$ cat src/rtl/regfile_wb_arb.sv
// regfile_wb_arb
//   Writeback arbiter and busy-register scoreboard for the register file's
//   single rd write port. NREQ producers (0=ALU, 1=LSU, 2=FPU) compete with a
//   valid/ready handshake. At most one result is accepted per cycle and is
//   registered toward the register file. A 32-bit busy vector tracks
//   destinations whose results are still outstanding, so issue can stall on
//   RAW hazards.
//
//   Build option: define WB_ARB_RR_EN for round-robin arbitration, which
//   starts searching at last_ptr+1. Leave it undefined for fixed priority,
//   where the lowest index wins and there is no last_ptr state.
//
// Ports
//   clk_i, rst_i    clock; asynchronous active-high reset
//   req_valid_i     per-requester result valid
//   req_rd_i        per-requester destination, 5 bits each, packed
//   req_data_i      per-requester result, XLEN bits each, packed
//   req_ready_o     one-hot grant (combinational)
//   issue_valid_i   instruction issued this cycle that writes issue_rd_i
//   issue_rd_i      its destination register
//   sb_busy_o       registered pending-writeback flags; bit 0 is always 0
//   rd_addr_o       registered register-file write address
//   rd_data_o       registered register-file write data
//   rd_wren_o       registered register-file write enable
//   grant_id_o      requester accepted in the previous transfer (debug)
module regfile_wb_arb #(
    parameter int NREQ = 3,
    parameter int XLEN = 32
) (
    input  logic                     clk_i,
    input  logic                     rst_i,
    input  logic [NREQ-1:0]          req_valid_i,
    input  logic [NREQ*5-1:0]        req_rd_i,
    input  logic [NREQ*XLEN-1:0]     req_data_i,
    output logic [NREQ-1:0]          req_ready_o,
    input  logic                     issue_valid_i,
    input  logic [4:0]               issue_rd_i,
    output logic [31:0]              sb_busy_o,
    output logic [4:0]               rd_addr_o,
    output logic [XLEN-1:0]          rd_data_o,
    output logic                     rd_wren_o,
    output logic [$clog2(NREQ)-1:0]  grant_id_o
);
    localparam int GW = $clog2(NREQ);

    logic [NREQ-1:0] gnt;
    logic            xfer;
    logic [GW-1:0]   win_idx;
    logic [4:0]      win_rd;
    logic [XLEN-1:0] win_data;

    logic [4:0]      rd_addr_q;
    logic [XLEN-1:0] rd_data_q;
    logic            rd_wren_q;
    logic [GW-1:0]   grant_id_q;
    logic [31:0]     busy_q, busy_d;

`ifdef WB_ARB_RR_EN
    // Pointer to the most recent winner. Searching starts just past it.
    logic [GW-1:0] last_ptr_q;

    always_comb begin
        automatic int  idx;
        automatic logic found;
        gnt   = '0;
        found = 1'b0;
        idx   = 0;
        for (int k = 1; k <= NREQ; k++) begin
            idx = int'(last_ptr_q) + k;
            if (idx >= NREQ) idx = idx - NREQ;
            if (!found && req_valid_i[idx]) begin
                gnt[idx] = 1'b1;
                found    = 1'b1;
            end
        end
    end

    // The pointer holds when no request is valid. The reset value NREQ-1
    // makes requester 0 win first.
    always_ff @(posedge clk_i or posedge rst_i) begin
        if (rst_i)     last_ptr_q <= GW'(NREQ - 1);
        else if (xfer) last_ptr_q <= win_idx;
    end
`else
    // Fixed priority: the lowest index wins.
    always_comb begin
        automatic logic found;
        gnt   = '0;
        found = 1'b0;
        for (int i = 0; i < NREQ; i++) begin
            if (!found && req_valid_i[i]) begin
                gnt[i] = 1'b1;
                found  = 1'b1;
            end
        end
    end
`endif

    assign req_ready_o = gnt;
    assign xfer        = |gnt;

    // Select the winning requester's rd and data from the one-hot grant.
    always_comb begin
        win_idx  = '0;
        win_rd   = '0;
        win_data = '0;
        for (int i = 0; i < NREQ; i++) begin
            if (gnt[i]) begin
                win_idx  = GW'(i);
                win_rd   = req_rd_i[5*i +: 5];
                win_data = req_data_i[XLEN*i +: XLEN];
            end
        end
    end

    // The clear is applied first and the set second, so a same-cycle issue
    // to the same rd wins: a newer producer is in flight. x0 is never tracked.
    always_comb begin
        busy_d = busy_q;
        if (xfer && win_rd != 5'd0)               busy_d[win_rd]     = 1'b0;
        if (issue_valid_i && issue_rd_i != 5'd0)  busy_d[issue_rd_i] = 1'b1;
        busy_d[0] = 1'b0;
    end

    // x0 results still consume the grant, but they never raise the write enable.
    always_ff @(posedge clk_i or posedge rst_i) begin
        if (rst_i) begin
            rd_wren_q  <= 1'b0;
            rd_addr_q  <= '0;
            rd_data_q  <= '0;
            grant_id_q <= '0;
            busy_q     <= '0;
        end else begin
            rd_wren_q <= xfer && (win_rd != 5'd0);
            if (xfer) begin
                rd_addr_q  <= win_rd;
                rd_data_q  <= win_data;
                grant_id_q <= win_idx;
            end
            busy_q <= busy_d;
        end
    end

    assign rd_wren_o  = rd_wren_q;
    assign rd_addr_o  = rd_addr_q;
    assign rd_data_o  = rd_data_q;
    assign grant_id_o = grant_id_q;
    assign sb_busy_o  = busy_q;
endmodule

$ cat config.mk
export PLATFORM = sky130hd
export DESIGN_NAME = regfile_wb_arb
export DESIGN_NICKNAME = d
export VERILOG_FILES = /design/src/rtl/regfile_wb_arb.sv
export SDC_FILE = /design/constraint.sdc
export NUM_CORES = 1
export LEC_CHECK = 0
export CORE_UTILIZATION = 35
export DETAILED_ROUTE_END_ITERATION = 10
export PLACE_DENSITY = 0.86
export RECOVER_POWER = 25
export SLEW_MARGIN = 20
export SYNTH_ARGS = -nofsm -noshare
export SYNTH_HDL_FRONTEND = slang
export SYNTH_SLANG_ARGS = --single-unit
$ cat constraint.sdc
create_clock -name clk_i -period 2 [get_ports clk_i]
set_clock_uncertainty 0.1 [all_clocks]
set_input_delay 0.2 -clock clk_i [delete_from_list [all_inputs] [get_ports clk_i]]
set_output_delay 0.2 -clock clk_i [all_outputs]
set_load 0.02 [all_outputs]
; ---- Yosys cells after proc, flatten, opt, wreduce, memory -nomap -nowiden
; Cells that the tools add are included.
[word_totals]
reg_bits = 71
in_bits = 122
out_inout_bits = 75
[op_classes]
order_cmp = 4
muxes = 18
bitwise_logic = 3
reduce_logical = 11
[ops]
columns = operator, n
row1 = two-way mux 32 bit, 5
row2 = AND 32 bit, 1
row3 = inverter 32 bit, 1
row4 = bitwise OR 32 bit, 1
row5 = two-way mux 5 bit, 3
row6 = less-than comparator 5 x 6 -> 1 bit (second input constant), 2
row7 = demux 1 bit (select 5 bit), 2
row8 = greater-or-equal comparator 5 x 1 -> 1 bit (second input constant), 2
row9 = nonzero test 5 bit, 2
row10 = two-way mux 1 bit, 7
row11 = logical AND 1 bit, 6
row12 = OR reduction 3 bit, 1
row13 = zero test 1 bit, 2
row14 = two-way mux 2 bit, 1

; ---- Longest topological paths before layout
; Gate-level depths: netlist (run 1).
[depth]
word_depth = 17
ltp_mapped = 7

; ---- Worst setup path before layout (run 1)
; OpenSTA, ideal clock, no wires.
[synth_timing]
kind = in2reg
startpoint = in req_valid_i[1]
endpoint = reg busy_q[15] (netlist: sb_busy_o[15])
setup_ns = 0.131
arrival_ns = 1.198
required_ns = 1.769
slack_ns = 0.571
path_stages = 7
path_buffers = 3
cell_sequence = buf_6 nand3b_4 a22o_1 buf_2 buf_6 o31ai_1 nand3_1
[synth_between]
elab_chain_len = 15
[synth_rtl]
columns = element, line
row1 = from (decl), 32  ; input logic [NREQ-1:0] req_valid_i,
row2 = logical AND 1 bit (*), 91  ; if (!found && req_valid_i[i]) begin
row3 = two-way mux 1 bit, 91
row4 = zero test 1 bit, 91
row5 = logical AND 1 bit, 91
row6 = two-way mux 1 bit, 91
row7 = two-way mux 5 bit, 108  ; if (gnt[i]) begin
row8 = less-than comparator 5 x 6 -> 1 bit (not written as such) or greater-or-equal comparator 5 x 1 -> 1 bit (tied branches), 120  ; if (xfer && win_rd != 5'd0) busy_d[win_rd] = 1'b0;
row9 = logical AND 1 bit (not written as such), 120
row10 = two-way mux 1 bit (not written as such), 120
row11 = demux 1 bit (select 5 bit), 120
row12 = inverter 32 bit (no line), -
row13 = AND 32 bit (no line), -
row14 = two-way mux 32 bit (*), 120
row15 = bitwise OR 32 bit (no line), -
row16 = two-way mux 32 bit (*), 121  ; if (issue_valid_i && issue_rd_i != 5'd0) busy_d[issue_rd_i] = 1'b1;
row17 = net busy_d[15], 56  ; logic [31:0] busy_q, busy_d;
row18 = to (signal assigned), 140  ; busy_q <= busy_d;
row19 = to (decl), 56
; Mark *: on every way through the listed nets, which the timed path passes. The rest lies on a longest branch.
; A chain may end at the register's enable or synchronous reset.

; ---- Final worst setup path (run 1)
[layout_timing]
startpoint = in req_valid_i[1]
endpoint = out req_ready_o[2]
[layout_between]
elab_chain_len = 5
[layout_rtl]
columns = element, line
row1 = logical AND 1 bit, 91
row2 = two-way mux 1 bit, 91
row3 = zero test 1 bit, 91
row4 = logical AND 1 bit, 91
row5 = two-way mux 1 bit, 91
row6 = to (decl), 35  ; output logic [NREQ-1:0] req_ready_o,
; No other way between the ends.

==> results of run 1 <==
## Yosys cell counts
cell | n | share of area
sky130_fd_sc_hd__a21o_1 | 2 | 0.0040
sky130_fd_sc_hd__a21oi_1 | 32 | 0.043
sky130_fd_sc_hd__a21oi_2 | 1 | 0.0023
sky130_fd_sc_hd__a221o_1 | 2 | 0.0054
sky130_fd_sc_hd__a22o_1 | 3 | 0.0070
sky130_fd_sc_hd__a22oi_1 | 22 | 0.044
sky130_fd_sc_hd__and3_1 | 1 | 0.0017
sky130_fd_sc_hd__and3b_1 | 4 | 0.0094
sky130_fd_sc_hd__buf_1 | 1 | 0.0010
sky130_fd_sc_hd__buf_2 | 11 | 0.015
sky130_fd_sc_hd__buf_4 | 4 | 0.0080
sky130_fd_sc_hd__buf_6 | 8 | 0.024
sky130_fd_sc_hd__clkbuf_1 | 13 | 0.013
sky130_fd_sc_hd__clkbuf_2 | 2 | 0.0027
sky130_fd_sc_hd__conb_1 | 1 | 0.0010
sky130_fd_sc_hd__dfrtp_1 | 71 | 0.48
sky130_fd_sc_hd__inv_1 | 10 | 0.010
sky130_fd_sc_hd__nand2_1 | 42 | 0.042
sky130_fd_sc_hd__nand3_1 | 28 | 0.037
sky130_fd_sc_hd__nand3b_1 | 4 | 0.0080
sky130_fd_sc_hd__nand3b_4 | 1 | 0.0054
sky130_fd_sc_hd__nor2_1 | 11 | 0.011
sky130_fd_sc_hd__nor2b_1 | 7 | 0.012
sky130_fd_sc_hd__nor3_1 | 2 | 0.0027
sky130_fd_sc_hd__nor3_4 | 1 | 0.0044
sky130_fd_sc_hd__nor3b_1 | 6 | 0.012
sky130_fd_sc_hd__nor4_1 | 4 | 0.0067
sky130_fd_sc_hd__o211ai_1 | 3 | 0.0060
sky130_fd_sc_hd__o21a_1 | 1 | 0.0020
sky130_fd_sc_hd__o21ai_0 | 42 | 0.056
sky130_fd_sc_hd__o21ai_1 | 4 | 0.0054
sky130_fd_sc_hd__o22ai_1 | 31 | 0.052
sky130_fd_sc_hd__o2bb2ai_1 | 1 | 0.0023
sky130_fd_sc_hd__o31ai_1 | 24 | 0.048
sky130_fd_sc_hd__o31ai_2 | 1 | 0.0033
sky130_fd_sc_hd__or2_2 | 1 | 0.0017
sky130_fd_sc_hd__or3_1 | 9 | 0.015
## layout by cell type (no fill, tap or decap), types with 6 or more instances in the layout
cell	synthesis	layout
sky130_fd_sc_hd__clkbuf_8	0	9
sky130_fd_sc_hd__nand2_1	42	42
sky130_fd_sc_hd__clkdlybuf4s50_1	0	192
sky130_fd_sc_hd__o31ai_1	24	24
sky130_fd_sc_hd__nor2_1	11	11
sky130_fd_sc_hd__or3_1	9	9
sky130_fd_sc_hd__a21oi_1	32	32
sky130_fd_sc_hd__o21ai_0	42	42
sky130_fd_sc_hd__nor3b_1	6	6
sky130_fd_sc_hd__buf_4	4	20
sky130_fd_sc_hd__nand3_1	28	28
sky130_fd_sc_hd__dfrtp_1	71	71
sky130_fd_sc_hd__buf_12	0	8
sky130_fd_sc_hd__inv_1	10	9
sky130_fd_sc_hd__a22oi_1	22	22
sky130_fd_sc_hd__o22ai_1	31	31
sky130_fd_sc_hd__nor2b_1	7	7
## power by group through the flow
stage	registers (W)	logic [W]	clock network, W
2_1_floorplan	0.00181	0.000413	0
3_3_place_gp	0.00166	0.00120	0
3_5_place_dp	0.00167	0.00123	0
4_1_cts	0.00164	0.00123	0.00143
5_1_grt	0.00165	0.00132	0.00149
6_report	0.00164	0.00123	0.00141
## per-layer routing
layer / up-vias / GRT usage
met5: - / 0
met4: 0 / 0.07243
met3: 19 / 0.05009
met2: 176 / 0.4164
met1: 1950 / 0.2656
li1: 1924 / -
## sequential cells by signal, indices dropped and copies added (netlist names)
| signal | count |
|---|---|
| rd_addr_o | 5 |
| rd_data_o | 32 |
| rd_wren_o | 1 |
| sb_busy_o | 31 |
| grant_id_o | 2 |
## cells by family after synthesis
logic type | after synthesis | synth area share
other | 1 | 0.001003
buffers and inverters | 49 | 0.07360
AO/OA/AOI/OAI | 169 | 0.2810
flip-flops | 71 | 0.4751
AND/OR/NAND/NOR | 121 | 0.1693
## how the worst min path moves through the flow
stage / from / end / slack (ns) / cells after the start
after floorplan: req_data_i[81] / rd_data_o[17]$_DFFE_PP0P_ / 0.23 / 2
after global placement: grant_id_o[0]$_DFFE_PP0P_ / grant_id_o[0]$_DFFE_PP0P_ / 0.36 / 1
after detailed placement: rd_addr_o[1]$_DFFE_PP0P_ / rd_addr_o[1]$_DFFE_PP0P_ / 0.37 / 2
after CTS: rst_i / sb_busy_o[2]$_DFF_PP0_ / 0.24 / 3
after global routing: req_data_i[24] / rd_data_o[24]$_DFFE_PP0P_ / 0.37 / 2
final: req_data_i[94] / rd_data_o[30]$_DFFE_PP0P_ / 0.37 / 3
## stage by stage
stage	instances	setup TNS, ns	util
after floorplan	411	0	-
after global placement	732	-2.700	0.5771
after detailed placement	732	-5.071	0.5771
after CTS	748	0	0.6005
after global routing	748	0	0.6002
final	748	0	0.6002
## layout make-up
type	instances	area (µm²)
flip-flops and latches	71	1777
well taps	136	170.2
clock buffers	9	123.9
clock inverters	7	120.1
fillers	875	4128
multi-input cells	291	1697
repair buffers	224	2267
inverters	10	41.29
## worst min-delay path: cells and delay by family
kind                   cells  cell delay (ns)
buffers and inverters      1             0.39
AOI/OAI and AO/OA          2             0.17
==> flow_summary.rst, run 1 <==
.. list-table::
   :header-rows: 1

   * - Metric
     - Value
   * - Outcome
     - completed
   * - Path type of the worst min-delay path
     - in -> reg
   * - FMAX
     - 541.9 MHz
   * - Total via count after detailed routing
     - 4069
   * - R2R Path End
     - rd_data_o[28]$_DFFE_PP0P_
   * - Port-buffer cells
     - 195
   * - Post-Place Setup Slack
     - -0.2662 ns
   * - Met2 WL
     - roughly 6600 µm
   * - Req. time, crit path
     - about 1.7 ns
   * - Fraction of power consumed by the clock network
     - 0.329
   * - Crit Path Category
     - in -> out
   * - H-tree lvl count
     - 3
   * - Die Span Y
     - between 100 and 150 µm
   * - First-pass iteration count of the detailed router
     - 4
   * - CTS Sinks
     - a little over 70
   * - Start of the worst register-to-register path
     - rd_data_o[28]$_DFFE_PP0P_
   * - Worst vdd rail ir drop
     - ~0.33 mV
   * - Hold violation total from the final report
     - 0
   * - WL met1
     - around 4700 µm
   * - Startpoint Class
     - input pin
   * - Start point of the critical path
     - req_valid_i[1]
   * - Net Count, Synth
     - roughly 530
   * - Share of total power in sequential cells
     - 0.383
   * - Wire length per cell
     - around 17 µm
   * - Crit path DAT
     - 1.55 ns
   * - Worst path cell trace
     - clkdlybuf4s50_1 > buf_12 > nor2_1 > nand2_1 > inv_1 > dlygate4sd2_1
   * - Standard-cell row count
     - 37
   * - First-pass GRT wire length
     - about 20000 µm
   * - Clock tree root driver cell
     - sky130_fd_sc_hd__clkbuf_8
   * - Die Outline Area
     - between 0.01 and 0.015 mm²
   * - Net count, final
     - ~730
   * - Number of pins exceeding their max-slew limit in the final report
     - 0
   * - CTS clk-pin slew, worst paths
     - 0.08 ns
   * - Cell area after placement
     - around 0.0060 mm²
   * - Uppermost layer routed
     - met4
   * - Area Growth Syn to Fin
     - 65.67%
   * - Fraction of final layout cells with drive strength greater than 1
     - 0.08333
   * - Effective utilization at floorplan
     - 0.3623
   * - Total global routing overflow
     - 0
   * - Hold buffer count at cts
     - 0
   * - Relative max-transition margin
     - 0.3543
   * - 1st-iter DRT viols
     - 179
   * - Post-route worst hold slack
     - 0.3654 ns
   * - Antenna cell count
     - 0
   * - Post-route worst setup slack
     - 0.1546 ns
   * - Via count of the first global-routing pass
     - roughly 4000
   * - Distinct cell type count after synthesis
     - 37
   * - Period Utilization, post-route
     - 0.9227
   * - Minimum setup slack among reg-to-reg paths
     - between 0.8 and 0.9 ns
   * - Post-detailed-routing wire length
     - approximately 12000 µm
   * - Minimum clock period
     - about 1.8 ns
   * - CTS tree
     - done
   * - Estimated wirelength of the detail-placed design
     - between 9000 and 10000 µm
   * - Seq/Total Area, Yosys
     - 0.4751
   * - # Post-CTS Setup Buffers
     - 0
   * - Largest stage delay, worst path
     - just over 0.5 ns
   * - Number of cells on the worst reg-to-reg path
     - 3
   * - Die outline width
     - roughly 110 µm
   * - Total net switching power
     - roughly 0.0012 W
   * - Switching power share of the total
     - 0.2913
   * - Synthesized instance count
     - 411
   * - Synth Warn #
     - 0
   * - Standard cell core area
     - 0.01032 mm²
   * - Total power after layout
     - around 0.0043 W
   * - Worst-margin pin slew
     - ~0.97 ns
   * - Met3 Routed Length
     - between 900 and 1000 µm
   * - Number of antenna violations at the first check in global routing
     - 0
   * - Maximum root-to-sink buffer count
     - 2
   * - Cell with the largest stage delay on the worst path
     - sky130_fd_sc_hd__clkdlybuf4s50_1
   * - Leakage power summed over all cells
     - 2.378 nW
   * - Area of the mapped netlist
     - between 0.003 and 0.004 mm²
   * - Largest net degree at the start of global routing
     - 72
   * - CTS buffer count
     - 9
   * - Max cap viols
     - 0
   * - Peak fanout along the critical path
     - 13
   * - Layout Cell Area excl Fill
     - 0.006196 mm²
   * - Int Power
     - slightly above 0.003 W
   * - Boundary Pins
     - 197
   * - Total track usage
     - 0.2288
   * - Post-synthesis average cell area
     - roughly 9.1 µm²
   * - Worst-skew pair later-pin latency
     - about 0.34 ns
   * - Routability congestion estimate from global placement
     - about 0.88
   * - Pwr per Cell Area
     - 690.3 mW/mm²
   * - Stages on the worst setup path
     - 6
   * - Critical Path End
     - req_ready_o[2]
   * - DRC violation count after routing
     - 0
   * - Family with the most delay on the worst path
     - buffers and inverters
   * - Comb power frac
     - 0.288
   * - Resized cells post-CTS
     - 2
   * - Crit. End Element
     - output port
   * - Final setup viols
     - 0
   * - Post-synthesis register bit count
     - a little over 70
   * - Vias/cell
     - about 5.4
   * - CP bufs+invs
     - 4
   * - Number of nets with antenna violations after detailed routing
     - 0
   * - Setup repair after global routing missed its margin
     - false
No activity file was read; power rests on OpenSTA's default activity.
==> run 2, diff against run 1 <==
CORE_UTILIZATION = 36   (was 35)
PLACE_DENSITY = 0.88   (was 0.86)
==> flow_summary.rst, run 2 (synthesis results as in run 1) <==
.. list-table::
   :header-rows: 1

   * - Metric
     - Value
   * - Crit path DAT
     - 2.13 ns (+0.58 ns)
   * - Number of instances in the placed design
     - 729 (-0.41%)
   * - Hold violation total from the final report
     - 0 (unchanged)
   * - Antenna cell count
     - 0 (unchanged)
   * - Worst-skew pair later-pin latency
     - 0.34 ns (about the same)
   * - Final Instance Count excl. Fillers
     - 745 (-0.40%)
   * - Leakage power summed over all cells
     - 2.356 nW (-0.92%)
   * - Max cap viols
     - 0 (unchanged)
   * - Via count of the first global-routing pass
     - 4346 (+6.6%)
   * - Peak fanout along the critical path
     - 17 (+4)
   * - Worst-margin pin slew
     - 1.166 ns (+0.1978 ns)
   * - Area Growth Syn to Fin
     - 64.14%
   * - Multi-input combinational cell area
     - 0.001688 mm² (-0.52%)
   * - Estimated wirelength of the detail-placed design
     - 9602 µm (+3.9%)
   * - Sequential cell area
     - 0.001777 mm² (unchanged)
   * - Crit Path Category
     - in -> reg
   * - Most common library cell in the layout ignoring fill and taps
     - sky130_fd_sc_hd__clkdlybuf4s50_1
   * - Hold buffer count at cts
     - 0 (unchanged)
   * - Final setup viols
     - 0 (unchanged)
   * - Total track usage
     - 0.2409 (+0.01218)
   * - Port-buffer cells
     - 195 (unchanged)
   * - CTS Sinks
     - 71 (unchanged)
   * - Standard cell core area
     - 0.009910 mm² (-4.0%)
   * - FMAX
     - 508.9 MHz (-6.1%)
   * - CTS buffer count
     - 9 (unchanged)
   * - Net count, final
     - 729 (unchanged)
   * - H-tree lvl count
     - 3 (unchanged)
   * - Max reg flops
     - 32 (unchanged)
   * - DRC violation count after routing
     - 0 (unchanged)
   * - Fraction of final layout cells with drive strength greater than 1
     - 0.08333 (unchanged)
   * - Path type of the worst min-delay path
     - in -> reg
   * - First-pass GRT wire length
     - 21050 µm (+4.6%)
   * - Boundary Pins
     - 197 (unchanged)
   * - Core utilization of the finished layout
     - 0.6194 (+0.01927)
   * - Vias/cell
     - 5.566 (+2.3%)
   * - CTS tree
     - done
   * - Die Span Y
     - 103.9 µm (-1.4%)
   * - Most used cells in the layout excluding fill and tap cells
     - sky130_fd_sc_hd__clkdlybuf4s50_1, sky130_fd_sc_hd__dfrtp_1, sky130_fd_sc_hd__nand2_1, sky130_fd_sc_hd__o21ai_0, sky130_fd_sc_hd__a21oi_1
   * - Routability congestion estimate from global placement
     - 0.8790 (+0.11%)
   * - Req. time, crit path
     - 2.17 ns (+0.47 ns)
   * - Die Outline Area
     - 0.01080 mm² (-2.7%)
   * - Minimum clock period
     - 1.965 ns (+0.1198 ns)
   * - Startpoint Class
     - input pin
   * - Number of nets with antenna violations after detailed routing
     - 0 (unchanged)
   * - 1st-iter DRT viols
     - 212 (+18%)
   * - Effective utilization at floorplan
     - 0.3774 (+0.01514)
   * - Total global routing overflow
     - 0 (unchanged)
   * - Wire length per cell
     - 17.34 µm (+4.7%)
   * - Relative max-transition margin
     - 0.2182 (-0.1361)
   * - Setup repair after global routing missed its margin
     - false
   * - First-pass iteration count of the detailed router
     - 4 (unchanged)
   * - Standard-cell row count
     - 36 (-2.7%)
   * - Die outline width
     - 103.9 µm (-1.4%)
   * - Period Utilization, post-route
     - 0.9826 (+0.05988)
   * - Number of pins exceeding their max-slew limit in the final report
     - 0 (unchanged)
   * - Maximum root-to-sink buffer count
     - 2 (unchanged)
   * - Filler Cell Count
     - 827 (-5.5%)
   * - Outcome
     - completed
   * - Total via count after detailed routing
     - 4147 (+1.9%)
   * - Number of antenna violations at the first check in global routing
     - 0 (unchanged)
   * - Crit. End Element
     - flip-flop
   * - Post-detailed-routing wire length
     - 12920 µm (+4.3%)
   * - CTS clk-pin slew, worst paths
     - 0.08 ns (about the same)
   * - Largest net degree at the start of global routing
     - 41 (-43%)
   * - Post-route worst hold slack
     - 0.3707 ns (+0.005275 ns)
   * - Worst vdd rail ir drop
     - 0.3493 mV (+6.2%)
   * - Total power after layout
     - 0.004057 W (-5.1%)
   * - Pwr per Cell Area
     - 661.0 mW/mm² (-4.2%)
   * - Clock tree root driver cell
     - sky130_fd_sc_hd__clkbuf_8
run 2: repair_timing:
| action | CTS | global route |
|---|---|---|
| buffers inserted | 0 | 0 |
| resized for setup | 2 | 0 |
| endpoints found under the setup margin | 2 | 0 |
| hold endpoints to repair | 0 | 0 |
run 2: layout make-up:
class / instances / share of cell area
tap: 133 / 0.02711
timing repair buffer: 224 / 0.3693
sequential: 71 / 0.2894
clock inverter: 7 / 0.01264
multi-input combinational: 291 / 0.2750
clock buffer: 9 / 0.02018
inverter: 10 / 0.006319
run 2: final timing paths:
kind	from	end	slack (ns)	cells after the start
max in group asynchronous	rst_i	sb_busy_o[6]$_DFF_PP0_	0.70	3
hold / removal	req_data_i[91]	rd_data_o[27]$_DFFE_PP0P_	0.37	3
setup reg to reg	rd_data_o[23]$_DFFE_PP0P_	rd_data_o[23]$_DFFE_PP0P_	0.80	3
setup / recovery	req_valid_i[0]	sb_busy_o[4]$_DFF_PP0_	0.03	5
min in group asynchronous	rst_i	sb_busy_o[3]$_DFF_PP0_	0.45	2
hold reg to reg	rd_addr_o[1]$_DFFE_PP0P_	rd_addr_o[1]$_DFFE_PP0P_	0.39	2
run 2: worst max-delay path, cell delays in order:
cell and delay [ns]:
sky130_fd_sc_hd__clkdlybuf4s50_1 0.45, sky130_fd_sc_hd__buf_12 0.17, sky130_fd_sc_hd__o31ai_2 0.88, sky130_fd_sc_hd__o21ai_0 0.26, sky130_fd_sc_hd__nand3_1 0.17
run 2: stage by stage:
stage | instance area, µm² | TNS, ns | setup slack, ns
2_1_floorplan | 3744 | 0 | 0.5710
3_3_place_gp | 5942 | -1.539 | -0.09329
3_5_place_dp | 5942 | -3.464 | -0.2506
4_1_cts | 6141 | 0 | 0.09651
5_1_grt | 6138 | 0 | 0.04372
6_report | 6138 | 0 | 0.03487
run 2: routing by layer:
metal,wire [µm],GRT usage,part of all wire,vias to the layer above
met5,0,0,0,-
met4,254,0.09286,0.020,0
met3,1113,0.06328,0.086,31
met2,6689,0.4333,0.52,244
met1,4862,0.2712,0.38,1956
li1,-,-,-,1916
run 2: report_power, final:
group | switching (W) | internal, W | leakage [nW]
registers | 0.0000789 | 0.00156 | 0.757
clock network | 0.000593 | 0.000590 | 0.101
logic | 0.000597 | 0.000641 | 1.50
==> run 3, diff against run 2 <==
CELL_PAD_IN_SITES_DETAIL_PLACEMENT = 1   (was default)
CELL_PAD_IN_SITES_GLOBAL_PLACEMENT = 1   (was default)
CORE_UTILIZATION = 25   (was 36)
PLACE_DENSITY = 0.87   (was 0.88)
==> flow_summary.rst, run 3 (synthesis results as in run 1) <==
.. list-table::
   :header-rows: 1

   * - Metric
     - Value
   * - Outcome
     - completed
   * - Worst vdd rail ir drop
     - 0.3195 mV (-8.5%)
   * - Wire length per cell
     - 18.87 µm (+8.8%)
   * - Final setup viols
     - 0 (unchanged)
   * - Standard-cell row count
     - 44 (+22%)
   * - Peak fanout along the critical path
     - 4 (-13)
   * - Hold path cells
     - 2 (-1)
   * - Net count, final
     - 735 (+0.82%)
   * - Worst-margin pin slew
     - 1.041 ns (-0.1251 ns)
   * - CTS buffer count
     - 9 (unchanged)
   * - Max reg flops
     - 32 (unchanged)
   * - Number of antenna violations at the first check in global routing
     - 0 (unchanged)
   * - Path type of the worst min-delay path
     - reg -> reg
   * - 1st-iter DRT viols
     - 241 (+14%)
   * - DRC violation count after routing
     - 0 (unchanged)
   * - Crit. End Element
     - output port
   * - Estimated wirelength of the detail-placed design
     - 11790 µm (+23%)
   * - Area Growth Syn to Fin
     - 68.85%
   * - Core utilization of the finished layout
     - 0.4328 (-0.1866)
   * - Crit path DAT
     - 1.52 ns (-0.61 ns)
   * - Minimum clock period
     - 1.816 ns (-0.1490 ns)
   * - Number of nets with antenna violations after detailed routing
     - 0 (unchanged)
   * - CTS tree
     - done
   * - Vias/cell
     - 5.242 (-5.8%)
   * - Total via count after detailed routing
     - 4204 (+1.4%)
   * - Maximum root-to-sink buffer count
     - 2 (unchanged)
   * - Boundary Pins
     - 197 (unchanged)
   * - Die outline width
     - 124.3 µm (+20%)
   * - Period Utilization, post-route
     - 0.9081 (-0.07451)
   * - First-pass GRT wire length
     - 23980 µm (+14%)
   * - Total global routing overflow
     - 0 (unchanged)
   * - Max cap viols
     - 0 (unchanged)
   * - Most common library cell in the layout ignoring fill and taps
     - sky130_fd_sc_hd__clkdlybuf4s50_1
   * - Total power after layout
     - 0.004516 W (+11%)
   * - Clock tree root driver cell
     - sky130_fd_sc_hd__clkbuf_16
   * - Number of pins exceeding their max-slew limit in the final report
     - 0 (unchanged)
   * - Port-buffer cells
     - 195 (unchanged)
   * - Number of cells on the worst reg-to-reg path
     - 3 (unchanged)
   * - Die Outline Area
     - 0.01545 mm² (+43%)
   * - H-tree lvl count
     - 3 (unchanged)
   * - Pwr per Cell Area
     - 715.2 mW/mm² (+8.2%)
   * - Fraction of final layout cells with drive strength greater than 1
     - 0.09385 (+0.01052)
   * - # Post-CTS Setup Buffers
     - 0 (unchanged)
   * - Hold violation total from the final report
     - 0 (unchanged)
   * - CTS Sinks
     - 71 (unchanged)
   * - Req. time, crit path
     - 1.70 ns (-0.47 ns)
   * - Most used cells in the layout excluding fill and tap cells
     - sky130_fd_sc_hd__clkdlybuf4s50_1, sky130_fd_sc_hd__dfrtp_1, sky130_fd_sc_hd__nand2_1, sky130_fd_sc_hd__o21ai_0, sky130_fd_sc_hd__a21oi_1
   * - TNS Setup
     - 0 ns (unchanged)
   * - Crit Path Category
     - in -> out
   * - CTS clk-pin slew, worst paths
     - 0.05 ns (-0.03 ns)
   * - Standard cell core area
     - 0.01459 mm² (+47%)
   * - Antenna cell count
     - 0 (unchanged)
   * - Largest net degree at the start of global routing
     - 42 (+2.4%)
   * - Routability congestion estimate from global placement
     - 0.8533 (-2.9%)
   * - Setup repair after global routing missed its margin
     - false
   * - Via count of the first global-routing pass
     - 4593 (+5.7%)
   * - Relative max-transition margin
     - 0.3059 (+0.08767)
   * - Worst-skew pair later-pin latency
     - 0.33 ns (about the same)
   * - Leakage power summed over all cells
     - 2.420 nW (+2.7%)
   * - Total track usage
     - 0.1978 (-0.04315)
   * - First-pass iteration count of the detailed router
     - 4 (unchanged)
   * - FMAX
     - 550.6 MHz (+8.2%)
   * - Die Span Y
     - 124.3 µm (+20%)
   * - Post-route worst hold slack
     - 0.3752 ns (+0.004547 ns)
   * - Effective utilization at floorplan
     - 0.2563 (-0.1211)
   * - Startpoint Class
     - input pin
   * - Post-detailed-routing wire length
     - 15130 µm (+17%)
run 3: per-stage QoR:
stage	std cells	setup WS (ns)	instance area (µm²)
final	802	0.1839	6315
after global routing	802	0.06762	6315
after CTS	802	0.04702	6309
after global placement	786	-0.1227	6021
after detailed placement	786	-0.3118	6021
after floorplan	411	0.5710	3744
run 3: worst paths after layout:
check / start / end / slack, ns
max: req_valid_i[1] / req_ready_o[2] / 0.18
min: rd_addr_o[0]$_DFFE_PP0P_ / rd_addr_o[0]$_DFFE_PP0P_ / 0.38
max reg2reg: rd_data_o[27]$_DFFE_PP0P_ / rd_data_o[27]$_DFFE_PP0P_ / 0.81
min reg2reg: rd_addr_o[0]$_DFFE_PP0P_ / rd_addr_o[0]$_DFFE_PP0P_ / 0.38
max in group asynchronous: rst_i / rd_addr_o[2]$_DFFE_PP0P_ / 0.54
min in group asynchronous: rst_i / rd_data_o[6]$_DFFE_PP0P_ / 0.52
run 3: area by class of cell:
cell class	count	area, µm²
Fill cell	1632	8274
Timing Repair Buffer	230	2277
Sequential cell	71	1777
Multi-Input combinational cell	291	1699
Tap cell	184	230.2
Clock buffer	10	229.0
Clock inverter	6	61.31
Inverter	10	41.29
run 3: per-layer routing:
layer,wire [µm],global-route usage
met1,5524,0.2078
met3,1230,0.05885
met2,7892,0.3572
met5,0,0
met4,483,0.09639
run 3: report_power, final:
group	switching (W)	internal (W)
clock network	0.000631	0.000961
registers	0.0000897	0.00156
logic	0.000625	0.000648
total	0.00135	0.00317
run 3: timing repair:
action                                  in CTS  in global routing
endpoints found under the setup margin       2                  4
gates resized for setup                      2                  1
pin swaps                                    0                  0
hold buffers                                 0                  0
cloned                                       0                  0
run 3: critical path, cell delays in order:
cell and delay (ns):
sky130_fd_sc_hd__clkdlybuf4s50_1 0.46, sky130_fd_sc_hd__buf_4 0.18, sky130_fd_sc_hd__nor2_1 0.12, sky130_fd_sc_hd__nand2_1 0.10
sky130_fd_sc_hd__inv_1 0.10, sky130_fd_sc_hd__dlygate4sd2_1 0.34
